===== src/rtl/spi_ram_burst_pkg.sv =====
// Shared types and constants for the SPI RAM burst back-end.
package spi_ram_burst_pkg;

    // Frame control field carried in the two MSBs of every SPI frame.
    typedef enum logic [1:0] {
        WR_ADDR = 2'b00,
        WR_DATA = 2'b01,
        RD_ADDR = 2'b10,
        RD_DATA = 2'b11
    } control_e;

    // Per-direction address state; ADDR_SET is only left through reset.
    typedef enum logic {
        ADDR_UNSET = 1'b0,
        ADDR_SET   = 1'b1
    } addr_state_e;

    localparam int ERR_CNT_W = 8;

    // Payload must be wide enough for either an address or a data word.
    function automatic int max(input int a, input int b);
        return (a > b) ? a : b;
    endfunction

endpackage


===== src/rtl/spi_ram_burst_if.sv =====
// Frame/response bundle between the SPI slave (de)serialiser and the RAM back-end.
interface spi_ram_burst_if #(
    parameter int ADDR_SIZE = 8,
    parameter int MEM_WIDTH = 8
);
    import spi_ram_burst_pkg::*;

    localparam int PAYLOAD_W = max(ADDR_SIZE, MEM_WIDTH);

    logic [PAYLOAD_W+1:0]  rx_data;
    logic                  rx_valid;
    logic [MEM_WIDTH-1:0]  tx_data;
    logic                  tx_valid;
    logic                  err;
    logic [ERR_CNT_W-1:0]  err_cnt;

    modport master (
        output rx_data, rx_valid,
        input  tx_data, tx_valid, err, err_cnt
    );

    modport slave (
        input  rx_data, rx_valid,
        output tx_data, tx_valid, err, err_cnt
    );

endinterface


===== src/rtl/spi_ram_burst_mem.sv =====
// MEM_DEPTH x MEM_WIDTH storage: synchronous write, registered read.
// The array itself is never reset so contents survive rst; only the
// read register is cleared.
module spi_ram_burst_mem #(
    parameter int MEM_DEPTH = 256,
    parameter int ADDR_SIZE = 8,
    parameter int MEM_WIDTH = 8
) (
    input  logic                 clk,
    input  logic                 rst,
    input  logic                 wr_en_i,
    input  logic [ADDR_SIZE-1:0] wr_addr_i,
    input  logic [MEM_WIDTH-1:0] wr_data_i,
    input  logic                 rd_en_i,
    input  logic [ADDR_SIZE-1:0] rd_addr_i,
    output logic [MEM_WIDTH-1:0] rd_data_o
);

    logic [MEM_WIDTH-1:0] mem_q [MEM_DEPTH];
    logic [MEM_WIDTH-1:0] rd_data_q;

    // Write port, no reset on the array.
    always_ff @(posedge clk) begin
        if (wr_en_i) begin
            mem_q[wr_addr_i] <= wr_data_i;
        end
    end

    // Read register; holds the last word read until the next read.
    always_ff @(posedge clk or posedge rst) begin
        if (rst) begin
            rd_data_q <= '0;
        end else if (rd_en_i) begin
            rd_data_q <= mem_q[rd_addr_i];
        end
    end

    assign rd_data_o = rd_data_q;

endmodule


===== src/rtl/spi_ram_burst.sv =====
// SPI RAM back-end: decodes control/payload frames, keeps independent
// write and read address pointers with optional auto-increment, and
// flags rejected commands with a pulse plus a saturating counter.
module spi_ram_burst #(
    parameter int MEM_DEPTH = 256,
    parameter int ADDR_SIZE = 8,
    parameter int MEM_WIDTH = 8,
    parameter int AUTO_INC  = 1
) (
    input  logic           clk,
    input  logic           rst,
    spi_ram_burst_if.slave bus
);
    import spi_ram_burst_pkg::*;

    localparam int                   PAYLOAD_W = max(ADDR_SIZE, MEM_WIDTH);
    localparam logic [ADDR_SIZE:0]   DEPTH_V   = (ADDR_SIZE+1)'(MEM_DEPTH);
    localparam logic [ADDR_SIZE-1:0] LAST_ADDR = ADDR_SIZE'(MEM_DEPTH - 1);

    control_e              cmd;
    logic [ADDR_SIZE-1:0]  pl_addr;
    logic [MEM_WIDTH-1:0]  pl_data;
    logic                  addr_ok;

    addr_state_e           wr_state_q, wr_state_d;
    addr_state_e           rd_state_q, rd_state_d;
    logic [ADDR_SIZE-1:0]  wr_addr_q, wr_addr_d;
    logic [ADDR_SIZE-1:0]  rd_addr_q, rd_addr_d;
    logic                  err_q, err_d;
    logic [ERR_CNT_W-1:0]  err_cnt_q, err_cnt_d;
    logic                  tx_valid_q, tx_valid_d;
    logic                  wr_en, rd_en, reject;
    logic [MEM_WIDTH-1:0]  rd_data;

    assign cmd     = control_e'(bus.rx_data[PAYLOAD_W+1:PAYLOAD_W]);
    assign pl_addr = bus.rx_data[ADDR_SIZE-1:0];
    assign pl_data = bus.rx_data[MEM_WIDTH-1:0];
    assign addr_ok = ({1'b0, pl_addr} < DEPTH_V);

    // Pointer after a data access: wraps at the last implemented word.
    function automatic logic [ADDR_SIZE-1:0] next_addr(input logic [ADDR_SIZE-1:0] a);
        if (AUTO_INC == 0) begin
            return a;
        end
        if (a == LAST_ADDR) begin
            return '0;
        end
        return a + 1'b1;
    endfunction

    // State, pointer and status registers.
    always_ff @(posedge clk or posedge rst) begin
        if (rst) begin
            wr_state_q <= ADDR_UNSET;
            rd_state_q <= ADDR_UNSET;
            wr_addr_q  <= '0;
            rd_addr_q  <= '0;
            err_q      <= 1'b0;
            err_cnt_q  <= '0;
            tx_valid_q <= 1'b0;
        end else begin
            wr_state_q <= wr_state_d;
            rd_state_q <= rd_state_d;
            wr_addr_q  <= wr_addr_d;
            rd_addr_q  <= rd_addr_d;
            err_q      <= err_d;
            err_cnt_q  <= err_cnt_d;
            tx_valid_q <= tx_valid_d;
        end
    end

    // Command decode, both address FSMs and error accounting.
    always_comb begin
        wr_state_d = wr_state_q;
        rd_state_d = rd_state_q;
        wr_addr_d  = wr_addr_q;
        rd_addr_d  = rd_addr_q;
        wr_en      = 1'b0;
        rd_en      = 1'b0;
        reject     = 1'b0;
        if (bus.rx_valid) begin
            unique case (cmd)
                WR_ADDR: begin
                    if (addr_ok) begin
                        wr_addr_d  = pl_addr;
                        wr_state_d = ADDR_SET;
                    end else begin
                        reject = 1'b1;
                    end
                end
                WR_DATA: begin
                    if (wr_state_q == ADDR_SET) begin
                        wr_en     = 1'b1;
                        wr_addr_d = next_addr(wr_addr_q);
                    end else begin
                        reject = 1'b1;
                    end
                end
                RD_ADDR: begin
                    if (addr_ok) begin
                        rd_addr_d  = pl_addr;
                        rd_state_d = ADDR_SET;
                    end else begin
                        reject = 1'b1;
                    end
                end
                RD_DATA: begin
                    if (rd_state_q == ADDR_SET) begin
                        rd_en     = 1'b1;
                        rd_addr_d = next_addr(rd_addr_q);
                    end else begin
                        reject = 1'b1;
                    end
                end
            endcase
        end
        err_d      = reject;
        err_cnt_d  = (reject && (err_cnt_q != '1)) ? err_cnt_q + 1'b1 : err_cnt_q;
        tx_valid_d = rd_en;
    end

    spi_ram_burst_mem #(
        .MEM_DEPTH (MEM_DEPTH),
        .ADDR_SIZE (ADDR_SIZE),
        .MEM_WIDTH (MEM_WIDTH)
    ) u_mem (
        .clk       (clk),
        .rst       (rst),
        .wr_en_i   (wr_en),
        .wr_addr_i (wr_addr_q),
        .wr_data_i (pl_data),
        .rd_en_i   (rd_en),
        .rd_addr_i (rd_addr_q),
        .rd_data_o (rd_data)
    );

    assign bus.tx_data  = rd_data;
    assign bus.tx_valid = tx_valid_q;
    assign bus.err      = err_q;
    assign bus.err_cnt  = err_cnt_q;

endmodule

===== src/flat_wrapper.sv =====
// flat-port wrapper written by rule: the top's interface ports become plain ports
module spi_ram_burst_flat import spi_ram_burst_pkg::*;
#(
    parameter int MEM_DEPTH = 256,
    parameter int ADDR_SIZE = 8,
    parameter int MEM_WIDTH = 8,
    parameter int AUTO_INC  = 1
)
  (clk, rst, bus_rx_data, bus_rx_valid, bus_tx_data, bus_tx_valid, bus_err, bus_err_cnt);
  spi_ram_burst_if #(.ADDR_SIZE(ADDR_SIZE), .MEM_WIDTH(MEM_WIDTH)) bus_i ();
  input  logic clk;
  input  logic rst;
  input wire logic [$bits(bus_i.rx_data)-1:0] bus_rx_data;
  input wire logic [$bits(bus_i.rx_valid)-1:0] bus_rx_valid;
  output wire logic [$bits(bus_i.tx_data)-1:0] bus_tx_data;
  output wire logic [$bits(bus_i.tx_valid)-1:0] bus_tx_valid;
  output wire logic [$bits(bus_i.err)-1:0] bus_err;
  output wire logic [$bits(bus_i.err_cnt)-1:0] bus_err_cnt;
  assign bus_i.rx_data = bus_rx_data;
  assign bus_i.rx_valid = bus_rx_valid;
  assign bus_tx_data = bus_i.tx_data;
  assign bus_tx_valid = bus_i.tx_valid;
  assign bus_err = bus_i.err;
  assign bus_err_cnt = bus_i.err_cnt;
  spi_ram_burst #(.MEM_DEPTH(MEM_DEPTH), .ADDR_SIZE(ADDR_SIZE), .MEM_WIDTH(MEM_WIDTH), .AUTO_INC(AUTO_INC)) u_core (.clk(clk), .rst(rst), .bus(bus_i));
endmodule

===== config.mk =====
export PLATFORM = sky130hd
export DESIGN_NAME = spi_ram_burst_flat
export DESIGN_NICKNAME = d
export VERILOG_FILES = /design/src/rtl/spi_ram_burst_pkg.sv /design/src/rtl/spi_ram_burst_if.sv /design/src/rtl/spi_ram_burst_mem.sv /design/src/rtl/spi_ram_burst.sv /design/src/flat_wrapper.sv
export SDC_FILE = /design/constraint.sdc
export NUM_CORES = 2
export LEC_CHECK = 0
export ABC_AREA = 1
export CAP_MARGIN = 25
export CORE_ASPECT_RATIO = 1.25
export CORE_UTILIZATION = 60
export DETAILED_ROUTE_END_ITERATION = 6
export PLACE_DENSITY = 0.78
export SYNTH_ARGS = -nofsm -noshare
export SYNTH_HDL_FRONTEND = slang
export SYNTH_HIERARCHICAL = 1
export SYNTH_SLANG_ARGS = --single-unit

===== constraint.sdc =====
create_clock -name clk -period 2.9 [get_ports clk]
set_input_delay 0.58 -clock clk [delete_from_list [all_inputs] [get_ports clk]]
set_output_delay 0.58 -clock clk [all_outputs]
set_load 0.005 [all_outputs]

### After elaboration in Yosys (flattened, before gate mapping)

Memories as Yosys holds them, arrays and structs flattened. A register that Yosys moved wholly into a read port is not among the register bits.
Index checks and enable logic that the tools add are counted.
Widths: inputs -> output; s select.

| cells by class | value |
|---|---|
| add/subtract/negate cells | 3 |
| equal/unequal tests | 8 |
| multiplexer cells | 28 |
| reductions and logical operators | 9 |

Operator list:

| operator | count |
|---|---|
| $mux 8 | 6 |
| $pmux 8 s2 | 2 |
| $add 8x1->8 const B | 3 |
| $mux 1 | 19 |
| $eq 8x8->1 const B | 2 |
| $ne 8x8->1 const B | 1 |
| $reduce_and 3->1 | 2 |
| $eq 2x2->1 const B | 2 |
| $ne 2x1->1 const B | 2 |
| $reduce_and 2->1 | 2 |
| $reduce_bool 2->1 | 2 |
| $pmux 1 s3 | 1 |
| $eq 2x1->1 const B | 1 |
| $logic_not 2->1 | 1 |
| $reduce_or 2->1 | 1 |
| $logic_and 1x1->1 | 1 |

| storage, ports and cells | value |
|---|---|
| register bits | 28 |
| RAM bits | 2,048 |
| output and inout port bits | 18 |
| word-level logic and storage cells | 56 |
| memories | 1 |

Memories:

| name | words | bits a word | rd ports | clocked after Yosys merged registers in | wr ports | RTL line | source |
|---|---|---|---|---|---|---|---|
| u_core.u_mem.mem_q | 256 | 8 | 1 | 1 | 1 | spi_ram_burst_mem.sv:19 | `logic [MEM_WIDTH-1:0] mem_q [MEM_DEPTH];` |

### Logic depth before layout (Yosys ltp)

| depth | value |
|---|---|
| word-level depth | 8 |
| mapped depth | 15 |

### Hierarchy

The synthesis kept the hierarchy.

Modules (own cells, without submodules):

| module | instances | cells an instance | area each (um2) | seq. area each (um2) |
|---|---|---|---|---|
| spi_ram_burst_mem | 1 | 7,006 | 83,431.3 | 61,699.2 |
| spi_ram_burst | 1 | 243 | 1,712.9 | 700.7 |

### Worst setup path before layout

Ideal clock, no wire load.

| timing | value |
|---|---|
| path kind | input port to flip-flop |
| start | input port bus_rx_data[9] |
| end | memory u_core.u_mem.mem_q[162][0] (enable) |
| setup time | 0.370 ns |
| arrival | 2.001 ns |
| required time | 2.530 ns |
| slack | 0.529 ns |
| stages | 7 |
| cells stage by stage | inv_1 nand3_1 nor2_1 clkbuf_1 nand3_1 clkbuf_1 nor2_1 |

| between the ends | value |
|---|---|
| cells in the longest elaborated chain, start to end | 5 |

RTL lines:

| item | RTL line | source |
|---|---|---|
| start, declared | flat_wrapper.sv:13 | `input wire logic [$bits(bus_i.rx_data)-1:0] bus_rx_data;` |
| $eq 2x1->1 | -- |  |
| $mux 1 | spi_ram_burst.sv:82 | `unique case (cmd)` |
| $mux 1 | spi_ram_burst.sv:81 | `if (bus.rx_valid) begin` |
| via u_core.wr_en | spi_ram_burst.sv:32 | `logic wr_en, rd_en, reject;` |
| $mux 1 | spi_ram_burst_mem.sv:24 | `if (wr_en_i) begin` |
| $mux 1 (implied by the code) | spi_ram_burst_mem.sv:25 | `mem_q[wr_addr_i] <= wr_data_i;` |
| end, declared | spi_ram_burst_mem.sv:19 |  |

The timed path passes the listed nets, and every way through them passes these cells.

==> results by group <==
Outcome
  • Status: completed

Route
  • DRT iter0 DRCs: 8246
  • First drt pass iteration count: 7
  • Per-cell routed wire length: ~24 um
  • # DRC: 0
  • Antenna-violating nets left: 0
  • Routed vias/inst: 6.19
  • Via count: just under 60000
  • Final wirelength: between 200000 and 250000 um

Global route
  • Vias in the first global route: ~57000
  • First-pass GRT wire length: 340000 um
  • Gr busiest metal: met2
  • Met1 Usage GRT: between 40% and 50%
  • Grt met3 use: 6.18%
  • Initial antenna violation count: 7
  • Largest net degree at the start of global routing: 130
  • Overall Global Routing Usage: around a third
  • Remaining Overflow, GRT: 0
  • M2 GR Usage: around half

Synth
  • Most used DFF post-synth: edfxtp_1
  • Largest family of logic cells by synthesized area: simple AND/OR/NAND/NOR gates
  • Syn Nets: roughly 7300
  • Xor-xnor portion of the synthesized cell area: less than 1%
  • Mux cell area share after synthesis: 0%
  • Compound-Gate Fraction of Synth Area: less than 1%
  • Synth area leaders: edfxtp_1 (72%), nand3_1 (12%), nand2_1 (9.6%)
  • Syn avg cell area: between 10 and 15 sq um
  • Netlist cell types: 33
  • Syn Std Cell Area: roughly 85000 sq um
  • Post-synthesis register bit count: around 2100
  • Synth top area share: between 70% and 80%
  • Post-synth EDFFs: ~2000
  • Ys async rst share: approximately 1.7%
  • Synth Warn #: 6
  • Synth Area in Adders: less than 1%
  • Area leader, netlist: edfxtp_1
  • Simple-gate share of the synthesized area: 23.2%
  • Cell count after synthesis: between 7000 and 8000
  • Sequential share of the synthesized area: around three quarters

Floorplanning
  • DIE HEIGHT: 423 um
  • Die Wd: between 300 and 400 um
  • Die area: ~140000 sq um
  • Core Area: between 100000 and 150000 sq um
  • # IOs: 31
  • Starting Density: 60.4%
  • FP Rows: between 150 and 200

Final layout
  • Cell area after layout: just under 100000 sq um
  • Fill cells: 9270
  • Commonest non-fill, non-tap cell in the layout: nand2_1
  • Area Growth Syn to Fin: 13.4%
  • Final nets: 7479
  • Commonest cells after routing, fill and taps aside: nand2_1 (2172), nand3_1 (2057), edfxtp_1 (2048), buf_4 (382), nor2_1 (319)
  • Ratio of cells with drive above 1 in the final layout: approximately a tenth

Setup path
  • Crit path DAT: approximately 3.6 ns
  • RR Startpoint: u_core/rd_addr_q[0]$_DFFE_PP0P_
  • CP required: 3.67 ns
  • CP Capture Type: register
  • Critical path cell sequence: inv_16 -> buf_12 -> buf_12 -> nand2_1 -> nand3_1 -> nand3_1 -> nand3_1 -> nand3_1 -> nand3_1 -> nand3_1 -> nand3_1 -> nand3_1 -> nand2_1
  • Startpoint Class: register
  • Worst-path maximum fanout: 64
  • Slowest stage delay, CP: between 0.5 and 0.6 ns
  • Slowest stage cell, crit path: dfrtp_4
  • Worst Setup SP: u_core/rd_addr_q[0]$_DFFE_PP0P_
  • Critical path's most frequent cell: nand3_1
  • WS Path Type: reg -> reg

Clock network
  • Post-CTS sizing: 0
  • Root buf cell: clkbuf_16
  • CTS Hold Bufs: 0
  • Setup bufs post-CTS: 0
  • CTS max path bufs: 3
  • CTS Buf Count: 185
  • Clock slew at reported path FFs: roughly 0.07 ns
  • CTS tree: built
  • H-tree levels: 4
  • Worst skew pair latency: about 0.83 ns
  • Clock sinks: approximately 2100

Power
  • Final Total Pwr: roughly 70 mW
  • Power Density: just over 700 nW/um^2
  • LEAKAGE: ~35 nW
  • Max rail drop VDD: 0.000607 V

Worst hold path
  • Hold Startpoint: bus_rx_data[7]
  • Min-Delay Path Class: in -> reg

STA
  • Max-slew headroom: between 30% and 40%
  • Fmax: around 0.35 GHz
  • RSZ-0062 raised after global routing: false
  • Max-slew violation count: 0
  • Post-route clock period utilization: 98.1%
  • TNS Setup: 0 ns
  • Post-route minimum period: 2.84 ns
  • Worst slew pin tran: 0.966 ns
  • Fin. Hold Viols: 0
  • Worst Skew: between 0.03 and 0.04 ns
  • Final setup fails: 0

Placed design
  • Buffers on Ports: 30
  • Post-placement cell area: roughly 90000 sq um
  • Placer congestion estimate: between 0.9 and 1
  • Detailed Place HPWL: between 100000 and 150000 um

Run
  • Max Cap Viol: 0
power breakdown:
part	switching, mW	total [mW]	leakage (nW)	internal, mW
Clock	10.7	24.9	3.02	14.1
Sequential	0.252	33.4	18.8	33.2
Combinational	7.37	10.3	12.7	2.89
per-stage QoR:
stage                     hold slack, ns  setup WS, ns  cells  util (%)
final                              0.172        0.0551   9497      68.5
after floorplan                    0.396         0.529   7249         -
after detailed placement           0.488        0.0488   9148      64.1
after global placement             0.480        0.0492   9148      64.1
after global routing               0.153       0.00666   9495      68.5
after CTS                          0.123         0.180   9495      68.5
cells in the mapped netlist (9+ instances only):
cell         n
buf_6       17
inv_1       64
edfxtp_1  2048
buf_1       52
nand2_1   2172
o21ai_0      9
a21oi_1     20
buf_2      254
nor2_1     319
dfrtp_1     36
nand3_1   2057
buf_4       37
clkbuf_1   125
cell type report:
cell class	instances	area, sq um	share of cell area [%]
inverters	70	297	0.307
diodes	2	5.00	0.00518
clock buffers	216	4940	5.11
flip-flops and latches	2084	62400	64.7
repair buffers	513	5230	5.42
multi-input cells	4609	20100	20.8
well taps	1872	2340	2.43
clock inverters	131	1240	1.29
kinds of logic (layout without fill, tap and decap cells):
| family | after synthesis | count (layout) |
|---|---|---|
| flip-flops | 2084 | 2084 |
| AO/OA/AOI/OAI | 41 | 41 |
| adder cells (fa/ha/maj) | 3 | 3 |
| buffers and inverters | 556 | 930 |
| other | 0 | 2 |
| XOR/XNOR | 5 | 5 |
| AND/OR/NAND/NOR | 4560 | 4560 |
registers in the layout (all words and copies together) (netlist names):
| register | count |
|---|---|
| u_core/u_mem/mem_q | 2048 |
| u_core/bus.err_cnt | 8 |
| u_core/rd_addr_q | 8 |
| u_core/u_mem/rd_data_o | 8 |
| u_core/wr_addr_q | 8 |
| u_core/bus.err | 1 |
| u_core/bus.tx_valid | 1 |
| u_core/rd_state_q | 1 |
| u_core/wr_state_q | 1 |
worst max-delay path, delay by kind of cell (launching register included):
family / cells / cell delay, ns
buf+inv: 3 / 0.78
flops: 1 / 0.57
simple gates: 10 / 1.35
worst paths after layout:
kind	end	slack, ns	cells after the start
setup / recovery	u_core/u_mem/rd_data_o[5]$_DFFE_PP0P_	0.06	13
hold / removal	u_core/u_mem/mem_q[184][7]$_DFFE_PP_	0.17	1
setup reg to reg	u_core/u_mem/rd_data_o[5]$_DFFE_PP0P_	0.06	13
hold reg to reg	u_core/u_mem/rd_data_o[7]$_DFFE_PP0P_	0.50	2
max in group asynchronous	u_core/u_mem/rd_data_o[1]$_DFFE_PP0P_	2.22	2
min in group asynchronous	u_core/rd_state_q$_DFFE_PP0P_	0.28	3
metal layers:
metal  share of wire (%)  wire length (um)  vias to the layer above
li1                    -                 -                    26100
met1                  35             80600                    28000
met2                  48            111000                     3888
met3                  11             25100                      749
met4                 5.7             13000                        6
met5               0.021                48                        -
No activity file was read; power rests on OpenSTA's default activity.
